File: src/rtl/vx_tcu_drl_fp32to16_if.sv
// Valid/ready bundle for the FP32->FP16 down-converter: operand side plus result side.
// The master drives operands and result back-pressure; the converter is the slave.
interface vx_tcu_drl_fp32to16_if #(
   parameter int TAG_WIDTH = 8
);
   logic                 in_valid;
   logic                 in_ready;
   logic [31:0]          in_data;
   logic [TAG_WIDTH-1:0] in_tag;
   logic                 out_valid;
   logic                 out_ready;
   logic [15:0]          out_data;
   logic [TAG_WIDTH-1:0] out_tag;
   logic [3:0]           out_fflags;

   modport master (
      output in_valid, in_data, in_tag, out_ready,
      input  in_ready, out_valid, out_data, out_tag, out_fflags
   );

   modport slave (
      input  in_valid, in_data, in_tag, out_ready,
      output in_ready, out_valid, out_data, out_tag, out_fflags
   );
endinterface

File: src/rtl/vx_tcu_drl_fp32to16.sv
// Two-stage FP32 -> FP16 converter (RNE, IEEE specials, {NV,OF,UF,NX} flags).
// Define TCU_DRL_FP32TO16_DENORM_EN to produce FP16 subnormals; otherwise tiny results flush to zero.
module vx_tcu_drl_fp32to16 #(
   parameter int TAG_WIDTH = 8
) (
   input logic                  clk,
   input logic                  reset_n,
   vx_tcu_drl_fp32to16_if.slave bus
);

   typedef enum logic [2:0] {
      CLS_ZERO,
      CLS_DENORM,
      CLS_NORMAL,
      CLS_INF,
      CLS_QNAN,
      CLS_SNAN
   } fp_class_e;

   localparam logic [3:0] FLAG_NV = 4'b1000;
   localparam logic [3:0] FLAG_OF = 4'b0100;
   localparam logic [3:0] FLAG_UF = 4'b0010;
   localparam logic [3:0] FLAG_NX = 4'b0001;

   // ---------------- stage 1: classify and rebias ----------------
   logic [7:0]        in_exp;
   logic [22:0]       in_frac;
   logic signed [8:0] in_e16;
   fp_class_e         in_cls;

   assign in_exp  = bus.in_data[30:23];
   assign in_frac = bus.in_data[22:0];
   assign in_e16  = $signed({1'b0, in_exp}) - 9'sd112;

   always_comb begin
      in_cls = CLS_NORMAL;
      if (in_exp == 8'h00) begin
         in_cls = (in_frac == '0) ? CLS_ZERO : CLS_DENORM;
      end else if (in_exp == 8'hFF) begin
         if (in_frac == '0)     in_cls = CLS_INF;
         else if (in_frac[22])  in_cls = CLS_QNAN;
         else                   in_cls = CLS_SNAN;
      end
   end

   logic                 s1_valid;
   logic                 s1_sign;
   fp_class_e            s1_cls;
   logic signed [8:0]    s1_e16;
   logic [22:0]          s1_frac;
   logic [TAG_WIDTH-1:0] s1_tag;

   logic s2_advance;
   logic accept;

   // Output register drains when empty or taken; stage 1 refills whenever it empties or drains.
   assign s2_advance   = ~bus.out_valid | bus.out_ready;
   assign bus.in_ready = ~s1_valid | s2_advance;
   assign accept       = bus.in_valid & bus.in_ready;

   // NOTE: operand registers have no reset; nothing reads them unless s1_valid is set.
   always_ff @(posedge clk) begin
      if (accept) begin
         s1_sign <= bus.in_data[31];
         s1_cls  <= in_cls;
         s1_e16  <= in_e16;
         s1_frac <= in_frac;
         s1_tag  <= bus.in_tag;
      end
   end

   // ---------------- stage 2: round and pack ----------------
   logic        norm_guard;
   logic        norm_sticky;
   logic        norm_up;
   logic [14:0] norm_sum;

   // Exponent and mantissa sit side by side so a mantissa carry bumps the exponent for free.
   assign norm_guard  = s1_frac[12];
   assign norm_sticky = |s1_frac[11:0];
   assign norm_up     = norm_guard & (norm_sticky | s1_frac[13]);
   assign norm_sum    = {s1_e16[4:0], s1_frac[22:13]} + {14'd0, norm_up};

   logic [15:0] tiny_data;
   logic [3:0]  tiny_flags;

`ifdef TCU_DRL_FP32TO16_DENORM_EN
   logic [23:0] tiny_sig;
   logic [4:0]  tiny_shift;
   logic [9:0]  tiny_m;
   logic [25:0] tiny_lost;
   logic        tiny_guard;
   logic        tiny_sticky;
   logic        tiny_up;
   logic [10:0] tiny_sum;

   // Any shift of 25 or more leaves only sticky bits, so the shifter is capped there.
   assign tiny_sig    = {1'b1, s1_frac};
   assign tiny_shift  = (s1_e16 < -9'sd11) ? 5'd25 : 5'(9'sd14 - s1_e16);
   assign tiny_m      = 10'(tiny_sig >> tiny_shift);
   assign tiny_lost   = 26'({tiny_sig, 26'd0} >> tiny_shift);
   assign tiny_guard  = tiny_lost[25];
   assign tiny_sticky = |tiny_lost[24:0];
   assign tiny_up     = tiny_guard & (tiny_sticky | tiny_m[0]);
   assign tiny_sum    = {1'b0, tiny_m} + {10'd0, tiny_up};
   assign tiny_data   = {s1_sign, 4'd0, tiny_sum};
   assign tiny_flags  = (tiny_guard | tiny_sticky) ? (FLAG_UF | FLAG_NX) : 4'd0;
`else
   assign tiny_data   = {s1_sign, 15'd0};
   assign tiny_flags  = FLAG_UF | FLAG_NX;
`endif

   logic [15:0] res_data;
   logic [3:0]  res_flags;

   always_comb begin
      res_data  = {s1_sign, 15'd0};
      res_flags = 4'd0;
      case (s1_cls)
         CLS_ZERO:   ;
         CLS_DENORM: res_flags = FLAG_UF | FLAG_NX;
         CLS_INF:    res_data  = {s1_sign, 15'h7C00};
         CLS_QNAN:   res_data  = 16'h7E00;
         CLS_SNAN: begin
            res_data  = 16'h7E00;
            res_flags = FLAG_NV;
         end
         CLS_NORMAL: begin
            if (s1_e16 >= 9'sd31) begin
               res_data  = {s1_sign, 15'h7C00};
               res_flags = FLAG_OF | FLAG_NX;
            end else if (s1_e16 >= 9'sd1) begin
               res_data  = {s1_sign, norm_sum};
               res_flags = {1'b0, norm_sum[14:10] == 5'h1F, 1'b0, norm_guard | norm_sticky};
            end else begin
               res_data  = tiny_data;
               res_flags = tiny_flags;
            end
         end
         default: ;
      endcase
   end

   always_ff @(posedge clk or negedge reset_n) begin
      if (!reset_n) begin
         s1_valid       <= 1'b0;
         bus.out_valid  <= 1'b0;
         bus.out_data   <= 16'h0000;
         bus.out_tag    <= '0;
         bus.out_fflags <= 4'd0;
      end else begin
         if (bus.in_ready) s1_valid <= bus.in_valid;
         if (s2_advance) begin
            bus.out_valid <= s1_valid;
            if (s1_valid) begin
               bus.out_data   <= res_data;
               bus.out_tag    <= s1_tag;
               bus.out_fflags <= res_flags;
            end
         end
      end
   end

endmodule

File: src/flat_wrapper.sv
// flat-port wrapper written by rule: the top's interface ports become plain ports
module vx_tcu_drl_fp32to16_flat 
#(
   parameter int TAG_WIDTH = 8
)
  (clk, reset_n, bus_in_valid, bus_in_data, bus_in_tag, bus_out_ready, bus_in_ready, bus_out_valid, bus_out_data, bus_out_tag, bus_out_fflags);
  vx_tcu_drl_fp32to16_if #(.TAG_WIDTH(TAG_WIDTH)) bus_i ();
  input logic clk;
  input logic reset_n;
  input wire logic [$bits(bus_i.in_valid)-1:0] bus_in_valid;
  input wire logic [$bits(bus_i.in_data)-1:0] bus_in_data;
  input wire logic [$bits(bus_i.in_tag)-1:0] bus_in_tag;
  input wire logic [$bits(bus_i.out_ready)-1:0] bus_out_ready;
  output wire logic [$bits(bus_i.in_ready)-1:0] bus_in_ready;
  output wire logic [$bits(bus_i.out_valid)-1:0] bus_out_valid;
  output wire logic [$bits(bus_i.out_data)-1:0] bus_out_data;
  output wire logic [$bits(bus_i.out_tag)-1:0] bus_out_tag;
  output wire logic [$bits(bus_i.out_fflags)-1:0] bus_out_fflags;
  assign bus_i.in_valid = bus_in_valid;
  assign bus_i.in_data = bus_in_data;
  assign bus_i.in_tag = bus_in_tag;
  assign bus_i.out_ready = bus_out_ready;
  assign bus_in_ready = bus_i.in_ready;
  assign bus_out_valid = bus_i.out_valid;
  assign bus_out_data = bus_i.out_data;
  assign bus_out_tag = bus_i.out_tag;
  assign bus_out_fflags = bus_i.out_fflags;
  vx_tcu_drl_fp32to16 #(.TAG_WIDTH(TAG_WIDTH)) u_core (.clk(clk), .reset_n(reset_n), .bus(bus_i));
endmodule
File: config.mk
export PLATFORM = sky130hd
export DESIGN_NAME = vx_tcu_drl_fp32to16_flat
export DESIGN_NICKNAME = d
export VERILOG_FILES = /design/src/rtl/vx_tcu_drl_fp32to16_if.sv /design/src/rtl/vx_tcu_drl_fp32to16.sv /design/src/flat_wrapper.sv
export SDC_FILE = /design/constraint.sdc
export NUM_CORES = 1
export LEC_CHECK = 0
export CAP_MARGIN = 30
export CELL_PAD_IN_SITES_DETAIL_PLACEMENT = 0
export CELL_PAD_IN_SITES_GLOBAL_PLACEMENT = 1
export CORE_MARGIN = 3
export CORE_UTILIZATION = 30
export CTS_BUF_LIST = sky130_fd_sc_hd__clkbuf_8
export DETAILED_ROUTE_END_ITERATION = 8
export MAX_ROUTING_LAYER = met4
export PLACE_DENSITY = 0.65
export SLEW_MARGIN = 20
export SYNTH_ARGS = -nofsm -noshare
export SYNTH_HDL_FRONTEND = slang
export SYNTH_SLANG_ARGS = --single-unit
File: constraint.sdc
create_clock -name clk -period 2.74 [get_ports clk]
set_input_delay 0.685 -clock clk [delete_from_list [all_inputs] [get_ports clk]]
set_output_delay 0.685 -clock clk [all_outputs]
set_load 0.01 [all_outputs]
* Word-level counts from Yosys, hierarchy flattened
Index checks and enable logic that the tools add are counted.
** Storage, ports and cells
- Register bits :: 74
** Cells by class
- Add/subtract/negate cells :: 2
- Reduce and logical (&&, ||, !) cells :: 5
- Mux-type cells :: 11
- Magnitude comparators :: 2
- Equal/unequal tests :: 7
- Bitwise operators :: 8
** Operators by type and width (count)
- 16-bit one-hot mux with 3 select lines :: 1
- 15-bit 2-to-1 mux :: 2
- 23-bit logical NOT :: 1
- 15-bit by 1-bit adder with 15-bit output :: 1
- 3-bit 2-to-1 mux :: 4
- 4-bit one-hot mux with 3 select lines :: 1
- 12-bit OR reduction :: 1
- 9-bit by 2-bit >= comparator with 1-bit output, second input constant :: 1
- 9-bit by 6-bit >= comparator with 1-bit output, second input constant :: 1
- 8-bit by 7-bit subtractor with 9-bit output, second input constant :: 1
- 8-bit == test, second input constant :: 1
- 8-bit logical NOT :: 1
- 3-bit by 2-bit == test with 1-bit output, second input constant :: 2
- 3-bit == test, second input constant :: 2
- 5-bit == test, second input constant :: 1
- 4-bit 2-to-1 mux :: 1
- 1-bit bitwise OR :: 4
- 3-bit by 1-bit == test with 1-bit output, second input constant :: 1
- 1-bit bitwise AND :: 2
- 1-bit 2-to-1 mux :: 2
- 1-bit inverter :: 2
- 2-bit AND reduction :: 1
- 2-bit OR reduction :: 1

* Depth between registers and ports, before layout
Gate-level depths: netlist of run 1.
- Depth after elaboration :: 8
- Depth in mapped cells :: 8
- Gate-level depth less buffers :: 7

* Worst setup path before layout of run 1
No wires, ideal clock.
- Kind :: input port to flip-flop
- Start :: in bus_out_ready
- End :: reg u_core.s1_cls[0], enable pin
- Stages on the path :: 2
- Arrival time :: 1.959 ns
- Buffers on the path :: 0
- Required time :: 2.334 ns
- Setup time :: 0.406 ns
- Slack :: 0.376 ns
- Cells stage by stage :: nand3b_1 and2_1
** On the way
- Longest elaborated chain between the ends :: 3
** RTL lines
- from (decl) :: RTL line flat_wrapper.sv:13 : input wire logic [$bits(bus_i.out_ready)-1:0] bus_out_ready;
- 1-bit bitwise OR :: RTL line vx_tcu_drl_fp32to16.sv:57 : assign s2_advance = ~bus.out_valid | bus.out_ready;
- 1-bit bitwise OR :: RTL line vx_tcu_drl_fp32to16.sv:58 : assign bus.in_ready = ~s1_valid | s2_advance;
- 1-bit bitwise AND :: RTL line vx_tcu_drl_fp32to16.sv:59 : assign accept = bus.in_valid & bus.in_ready;
- net u_core.accept :: RTL line vx_tcu_drl_fp32to16.sv:54 : logic accept;
- to (signal assigned) :: RTL line vx_tcu_drl_fp32to16.sv:65 : s1_cls <= in_cls;
- to (decl) :: RTL line vx_tcu_drl_fp32to16.sv:48 : fp_class_e s1_cls;
The timed path passes the listed nets, and every way through them passes these cells.
A chain may end at the register's enable or synchronous reset.

* Worst setup path in the final report of run 1
- Start :: in bus_out_ready
- End :: out bus_in_ready
** On the way
- Longest elaborated chain between the ends :: 2
** RTL lines
- 1-bit bitwise OR :: RTL line vx_tcu_drl_fp32to16.sv:57
- 1-bit bitwise OR :: RTL line vx_tcu_drl_fp32to16.sv:58
- to (decl) :: RTL line flat_wrapper.sv:14 : output wire logic [$bits(bus_i.in_ready)-1:0] bus_in_ready;
Every way passes these cells.

==> results.py, run 1 <==
metrics = {
    "outcome": {
        "status": "finished, final reports clean",
    },
    "critical_path": {
        "cp_max_fo": 3,
        "regToRegSetupSlack_ps": 780,
        "critPathBufInv": 2,
        "path_delay_family": "buffers and inverters",
        "timing.rr.end": "u_core.bus.out_data[14]$_DFFE_PN0P_",
        "critical_path_required_ps": 2060,
        "crit_chain": "clkdlybuf4s50_1 > nand3b_1 > clkdlybuf4s50_1",
        "cpMaxStageDelayCell": "clkdlybuf4s50_1",
        "cpPeakStageDelay_ps": 550,
        "r2r-start": "u_core.s1_frac[12]$_DFFE_PP_",
        "end_kind": "output pin",
        "cpMostUsedCell": "clkdlybuf4s50_1",
        "start_kind": "input port",
        "reg2regPathDepth": 7,
        "path_class": "in2out",
        "crit_arrival_ps": 1830,
    },
    "grt": {
        "grt.overflow.total": 0,
        "grt_pass1_vias": 2194,
        "grt_max_degree": 37,
        "grt_pass1_wl_um": 10800,
        "antenna_found_initial": 0,
        "grtUsageTotal_pct": 12.4,
    },
    "synthesis": {
        "synth-seq-cells": 74,
        "syn_avg_cell_area_sq_um": 12.4,
        "synth-edff-count": 44,
        "synth.area.mux_share_pct": 0.316,
        "netlist.area_leader.share_pct": 41.7,
        "synth_xor_xnor_area_share_pct": 4.15,
        "synthesis.nets": 303,
        "synth_area_sq_um": 3170,
        "synth.distinct_cells": 47,
        "ys_warn_count": 0,
        "synth_top_area_cell": "edfxtp_1",
        "synthArstFlopShare_pct": 40.5,
        "synth-simple-area-share_pct": 19.5,
        "synthCells": 256,
        "ys_top_cells_by_area": "edfxtp_1 (42%), dfrtp_1 (24%), nand2_1 (5.7%)",
        "synth_compound_area_share_pct": 8.06,
        "seq_area_frac_synth_pct": 65.4,
        "synth_adder_area_share_pct": 1.18,
        "synth_top_family_by_area": "simple AND/OR/NAND/NOR gates",
        "synthFlopType": "edfxtp_1",
    },
    "timing": {
        "final-hold-violation-count": 0,
        "finalSetupViolations": 0,
        "grt_setup_unrepaired": "false",
        "tightest_slew_ps": 618,
        "timing.fmax_mhz": 397,
        "fin_crit_ps": 2520,
        "final.setup.tns_ps": 0,
        "maxSlewViolCount": 0,
        "max-slew-margin-rel_pct": 58.2,
        "fin_worst_skew_ps": 8.81,
        "finalCritPeriodShare_pct": 91.9,
    },
    "layout": {
        "layout_commonest_cell": "clkdlybuf4s50_1",
        "final_util_pct": 42.7,
        "layout_common_cells": "clkdlybuf4s50_1 (73), nand2_1 (48), edfxtp_1 (44), dfrtp_1 (30), a21oi_1 (10)",
        "nFillCells": 987,
        "nets": 384,
        "drive_gt1_share_pct": 7.02,
        "area_growth_pct": 34.7,
        "antenna_cells": 0,
    },
    "drt": {
        "firstDrtPassIters": 5,
        "wl_per_cell_um": 14.3,
        "vias": 2194,
        "drt_iter0_drc": 96,
        "drc": 0,
        "routed_wl_um": 6810,
        "via_per_inst": 4.62,
        "ant_nets": 0,
    },
    "place": {
        "io_buffers": 73,
        "post-dp-hpwl_um": 5110,
        "gp_congestion": 0.781,
    },
    "clock_network": {
        "root_buffer": "clkbuf_8",
        "cts_sinks": 74,
        "cts_tree": "done",
        "postCtsResizedCells": 0,
        "postCtsSetupBuffers": 0,
        "clk_pin_slew_ps": 70,
        "clk_latency_ps": 340,
        "clk_path_buf_depth": 2,
        "cts_max_level": 3,
        "cts_inserted_buffers": 9,
        "hold_buffers": 0,
    },
    "worst_hold_path": {
        "min_path_cells": 2,
        "worstHoldEndpoint": "u_core.bus.out_tag[6]$_DFFE_PN0P_",
        "hold_start": "u_core.s1_tag[6]$_DFFE_PP_",
        "hp-class": "reg2reg",
    },
    "job": {
        "drv_cap": 0,
    },
    "floorplan": {
        "initial_core_util_pct": 31.7,
        "die_h_um": 109,
        "dieArea_sq_um": 11800,
        "core-area_sq_um": 10000,
        "die-width_um": 109,
        "row_count": 36,
        "num_io_pins": 74,
    },
    "power": {
        "p_per_area_nw_per_um2": 578,
        "ir_drop_uv": 273,
        "p_leak_uw": 0.00162,
    },
}
routing by layer:
layer	share of wire, %	track usage (%)	vias to the layer above
li1	-	-	1113
met3	6.3	3.85	7
met4	0.76	4.60	0
met2	45	18.6	66
met5	0	-	-
met1	48	15.9	1008
worst register-to-register path, delay by kind of cell (launching register included):
family          cells  cell delay (ps)
xor+xnor            1              160
compound gates      2              370
flops               1              410
simple gates        3              700
fa+ha+maj           1              190
logic make-up after synthesis:
| kind of cell | count (synthesis) |
|---|---|
| adders and majority gates | 3 |
| DFF | 74 |
| buffers and inverters | 10 |
| xor gates and xnor gates | 15 |
| muxes | 1 |
| and+or+nand+nor | 115 |
| AOI/OAI and AO/OA | 38 |
state kept, by name, indices dropped and copies added (netlist names), 3 cells and up:
name                   count
u_core.s1_e16              9
u_core.bus.out_fflags      4
u_core.s1_cls              3
u_core.bus.out_tag         8
u_core.s1_frac            23
u_core.bus.out_data       16
u_core.s1_tag              8
synthesized netlist by cell type, types with 2 or more instances:
library cell  instances
a21oi_1              10
buf_1                 2
or3_1                 2
clkbuf_1              3
nand2_1              48
xor2_1                8
o21ai_1               3
and2_1                5
ha_1                  3
o21ai_0               6
a22o_1                3
edfxtp_1             44
nand4_1               8
o31ai_1               7
nor2_1                8
nor3_1                5
nor4_1                8
inv_1                 3
and3_1                2
nand3_1               6
and4_1                4
nor4b_1               2
nand2b_1              6
dfrtp_1              30
nor2b_1               2
xnor2_1               7
report_power, final:
part | internal (uW) | total (uW) | switching (uW)
Combinational | 195 | 358 | 163
Clock | 403 | 776 | 372
Sequential | 1280 | 1330 | 52.5
Total | 1880 | 2470 | 588
through the flow:
stage / total power [uW] / setup slack [ps] / area (sq um) / cells / hold slack (ps)
finish: 2470 / 222 / 4270 / 475 / 442
global route: 2590 / 170 / 4270 / 475 / 461
CTS: 2500 / 216 / 4270 / 475 / 447
floorplan: 1490 / 376 / 3170 / 256 / 389
global placement: 1720 / 235 / 4090 / 459 / 419
detailed placement: 1720 / 216 / 4090 / 459 / 428
layout make-up:
| cell class | instances | area, sq um | area share, % |
|---|---|---|---|
| repair buffers | 77 | 786 | 18.4 |
| inverters | 3 | 11.3 | 0.264 |
| clock buffers | 9 | 124 | 2.90 |
| multi-input cells | 172 | 1050 | 24.7 |
| flip-flops and latches | 74 | 2070 | 48.5 |
| well taps | 133 | 166 | 3.90 |
| clock inverters | 7 | 53.8 | 1.26 |
how the worst max path moves through the flow:
stage	start	slack [ps]	end	cells past startpoint
5_1_grt	bus_out_ready	170	bus_in_ready	3
2_1_floorplan	bus_out_ready	380	u_core.s1_cls[0]$_DFFE_PP_	2
3_5_place_dp	bus_out_ready	220	bus_in_ready	3
3_3_place_gp	bus_out_ready	230	bus_in_ready	3
4_1_cts	bus_out_ready	220	bus_in_ready	3
6_report	bus_out_ready	220	bus_in_ready	3
No activity file was read; power rests on OpenSTA's default activity.
==> run 2: changes to the inputs <==
--- a/config.mk
+++ b/config.mk
@@ -13,7 +13,7 @@
 export CTS_BUF_LIST = sky130_fd_sc_hd__clkbuf_8
 export DETAILED_ROUTE_END_ITERATION = 8
 export MAX_ROUTING_LAYER = met4
-export PLACE_DENSITY = 0.65
+export PLACE_DENSITY_LB_ADDON = 0.1
 export SLEW_MARGIN = 20
 export SYNTH_ARGS = -nofsm -noshare
 export SYNTH_HDL_FRONTEND = slang
==> results.py, run 2 (same netlist as run 1, synthesis figures left out) <==
metrics = {
    "outcome": {
        "status": "finished, final reports clean",
    },
    "clock_network": {
        "cts_inserted_buffers": 9,
        "clk_latency_ps": 340,
        "clk_pin_slew_ps": 80,
        "root_buffer": "clkbuf_8",
        "cts_sinks": 74,
        "cts_max_level": 3,
        "clk_path_buf_depth": 2,
        "cts_tree": "done",
        "hold_buffers": 0,
        "postCtsSetupBuffers": 0,
        "postCtsResizedCells": 0,
    },
    "drt": {
        "routed_wl_um": 6670,
        "wl_per_cell_um": 14.0,
        "vias": 2171,
        "drc": 0,
        "ant_nets": 0,
        "drt_iter0_drc": 100,
        "firstDrtPassIters": 4,
        "via_per_inst": 4.57,
    },
    "layout": {
        "layout_common_cells": "clkdlybuf4s50_1 (73), nand2_1 (48), edfxtp_1 (44), dfrtp_1 (30), a21oi_1 (10)",
        "multi_input_area_sq_um": 1050,
        "regMostFlops": "u_core.s1_frac",
        "layout_commonest_cell": "clkdlybuf4s50_1",
        "drive_gt1_share_pct": 7.60,
        "nets": 384,
        "area_growth_pct": 35.7,
        "postLayoutCellArea_sq_um": 4300,
        "regArea_sq_um": 2070,
        "antenna_cells": 0,
        "nFillCells": 983,
        "largest_reg_flops": 23,
        "largestRegisters": "u_core.s1_frac x23, u_core.bus.out_data x16, u_core.s1_e16 x9",
    },
    "critical_path": {
        "critPathBufInv": 2,
        "crit_arrival_ps": 1830,
        "path_delay_family": "buffers and inverters",
        "critical_path_required_ps": 2060,
        "cpPeakStageDelay_ps": 550,
        "start_kind": "input port",
        "cp_max_fo": 3,
        "timing.rr.end": "u_core.bus.out_data[14]$_DFFE_PN0P_",
        "reg2regPathDepth": 7,
        "cpMaxStageDelayCell": "clkdlybuf4s50_1",
        "r2r-start": "u_core.s1_frac[12]$_DFFE_PP_",
        "crit_chain": "clkdlybuf4s50_1 > nand3b_1 > clkdlybuf4s50_1",
        "cpMostUsedCell": "clkdlybuf4s50_1",
        "regToRegSetupSlack_ps": 790,
        "path_class": "in2out",
        "end_kind": "output pin",
    },
    "power": {
        "p_leak_uw": 0.00163,
        "swShare_pct": 23.1,
        "p_seq_share_pct": 51.7,
        "p_per_area_nw_per_um2": 599,
        "ir_drop_uv": 199,
        "p_int_uw": 1980,
        "clkPwrFrac_pct": 34.4,
        "comb_power_share_pct": 13.9,
        "p_switching_uw": 596,
    },
    "floorplan": {
        "row_count": 36,
        "die_h_um": 109,
        "die-width_um": 109,
        "core-area_sq_um": 10000,
        "initial_core_util_pct": 31.7,
        "dieArea_sq_um": 11800,
        "num_io_pins": 74,
    },
    "timing": {
        "fin_crit_ps": 2510,
        "grt_setup_unrepaired": "false",
        "timing.fmax_mhz": 398,
        "finalCritPeriodShare_pct": 91.8,
        "final.setup.tns_ps": 0,
        "finalSetupViolations": 0,
        "worst_hold_slack_ps": 431,
        "maxSlewViolCount": 0,
        "fin_ws_ps": 226,
        "fin_worst_skew_ps": 9.13,
        "tightest_slew_ps": 617,
        "final-hold-violation-count": 0,
        "max-slew-margin-rel_pct": 58.3,
    },
    "grt": {
        "grt_max_degree": 45,
        "gr-usage-met1_pct": 17.2,
        "grt_pass1_vias": 2207,
        "met3_usage_pct": 3.26,
        "antenna_found_initial": 0,
        "use_met2_pct": 17.7,
        "grtUsageTotal_pct": 12.6,
        "grt_pass1_wl_um": 11100,
        "busiest_layer": "met2",
        "grt.overflow.total": 0,
    },
    "place": {
        "dp_slack_ps": 219,
        "postPlaceCellArea_sq_um": 4090,
        "gp_congestion": 0.749,
        "post-dp-hpwl_um": 4960,
        "io_buffers": 73,
    },
    "worst_hold_path": {
        "min_path_cells": 2,
        "hold_start": "u_core.s1_tag[7]$_DFFE_PP_",
        "hp-class": "reg2reg",
        "worstHoldEndpoint": "u_core.bus.out_tag[7]$_DFFE_PN0P_",
    },
    "job": {
        "drv_cap": 0,
    },
}
-- run 2: area by class of cell --
| type | count | area share (%) |
|---|---|---|
| Sequential cell | 74 | 48.2 |
| Multi-Input combinational cell | 172 | 24.5 |
| Timing Repair Buffer | 77 | 18.3 |
| Tap cell | 133 | 3.87 |
| Clock buffer | 9 | 2.88 |
| Clock inverter | 7 | 1.98 |
| Inverter | 3 | 0.262 |
-- run 2: through the flow --
stage | utilization [%] | power [uW] | cells
floorplan | - | 1490 | 256
global placement | 40.9 | 1720 | 459
detailed placement | 40.9 | 1720 | 459
CTS | 43.0 | 2620 | 475
global route | 43.0 | 2710 | 475
finish | 43.0 | 2570 | 475
-- run 2: per-layer routing --
metal  wire length [um]  share of wire, %  vias to the layer above
met1               3230                48                      981
met2               2860                43                       72
met4                 78               1.2                        0
met3                505               7.6                        7
li1                   -                 -                     1111
met5                  0                 0                        -
-- run 2: worst register-to-register path, stage by stage, from the launching register on --
cell and delay (ps):
edfxtp_1 400, and2_1 150, ha_1 190, and4_1 370, nand4_1 160, xnor2_1 160
o21ai_0 260, o211ai_1 130
-- run 2: power groups by stage --
stage | sequential (uW) | clock, uW | combinational [uW]
finish | 1330 | 886 | 357
global route | 1340 | 964 | 397
CTS | 1330 | 919 | 364
detailed placement | 1360 | 0 | 363
global placement | 1360 | 0 | 363
floorplan | 1370 | 0 | 122
-- run 2: worst max-delay path by stage --
stage          slack (ps)                          to          start  depth (start not counted)
6_report              230                bus_in_ready  bus_out_ready                          3
5_1_grt               190                bus_in_ready  bus_out_ready                          3
4_1_cts               220                bus_in_ready  bus_out_ready                          3
3_5_place_dp          220                bus_in_ready  bus_out_ready                          3
3_3_place_gp          230                bus_in_ready  bus_out_ready                          3
2_1_floorplan         380  u_core.s1_cls[0]$_DFFE_PP_  bus_out_ready                          2
==> run 3: changes to the inputs <==
--- a/config.mk
+++ b/config.mk
@@ -14,6 +14,7 @@
 export DETAILED_ROUTE_END_ITERATION = 8
 export MAX_ROUTING_LAYER = met4
 export PLACE_DENSITY_LB_ADDON = 0.1
+export SKIP_LAST_GASP = 1
 export SLEW_MARGIN = 20
 export SYNTH_ARGS = -nofsm -noshare
 export SYNTH_HDL_FRONTEND = slang
==> results of run 3 <==
Final layout, timing and power as in run 2 (identical DEF).
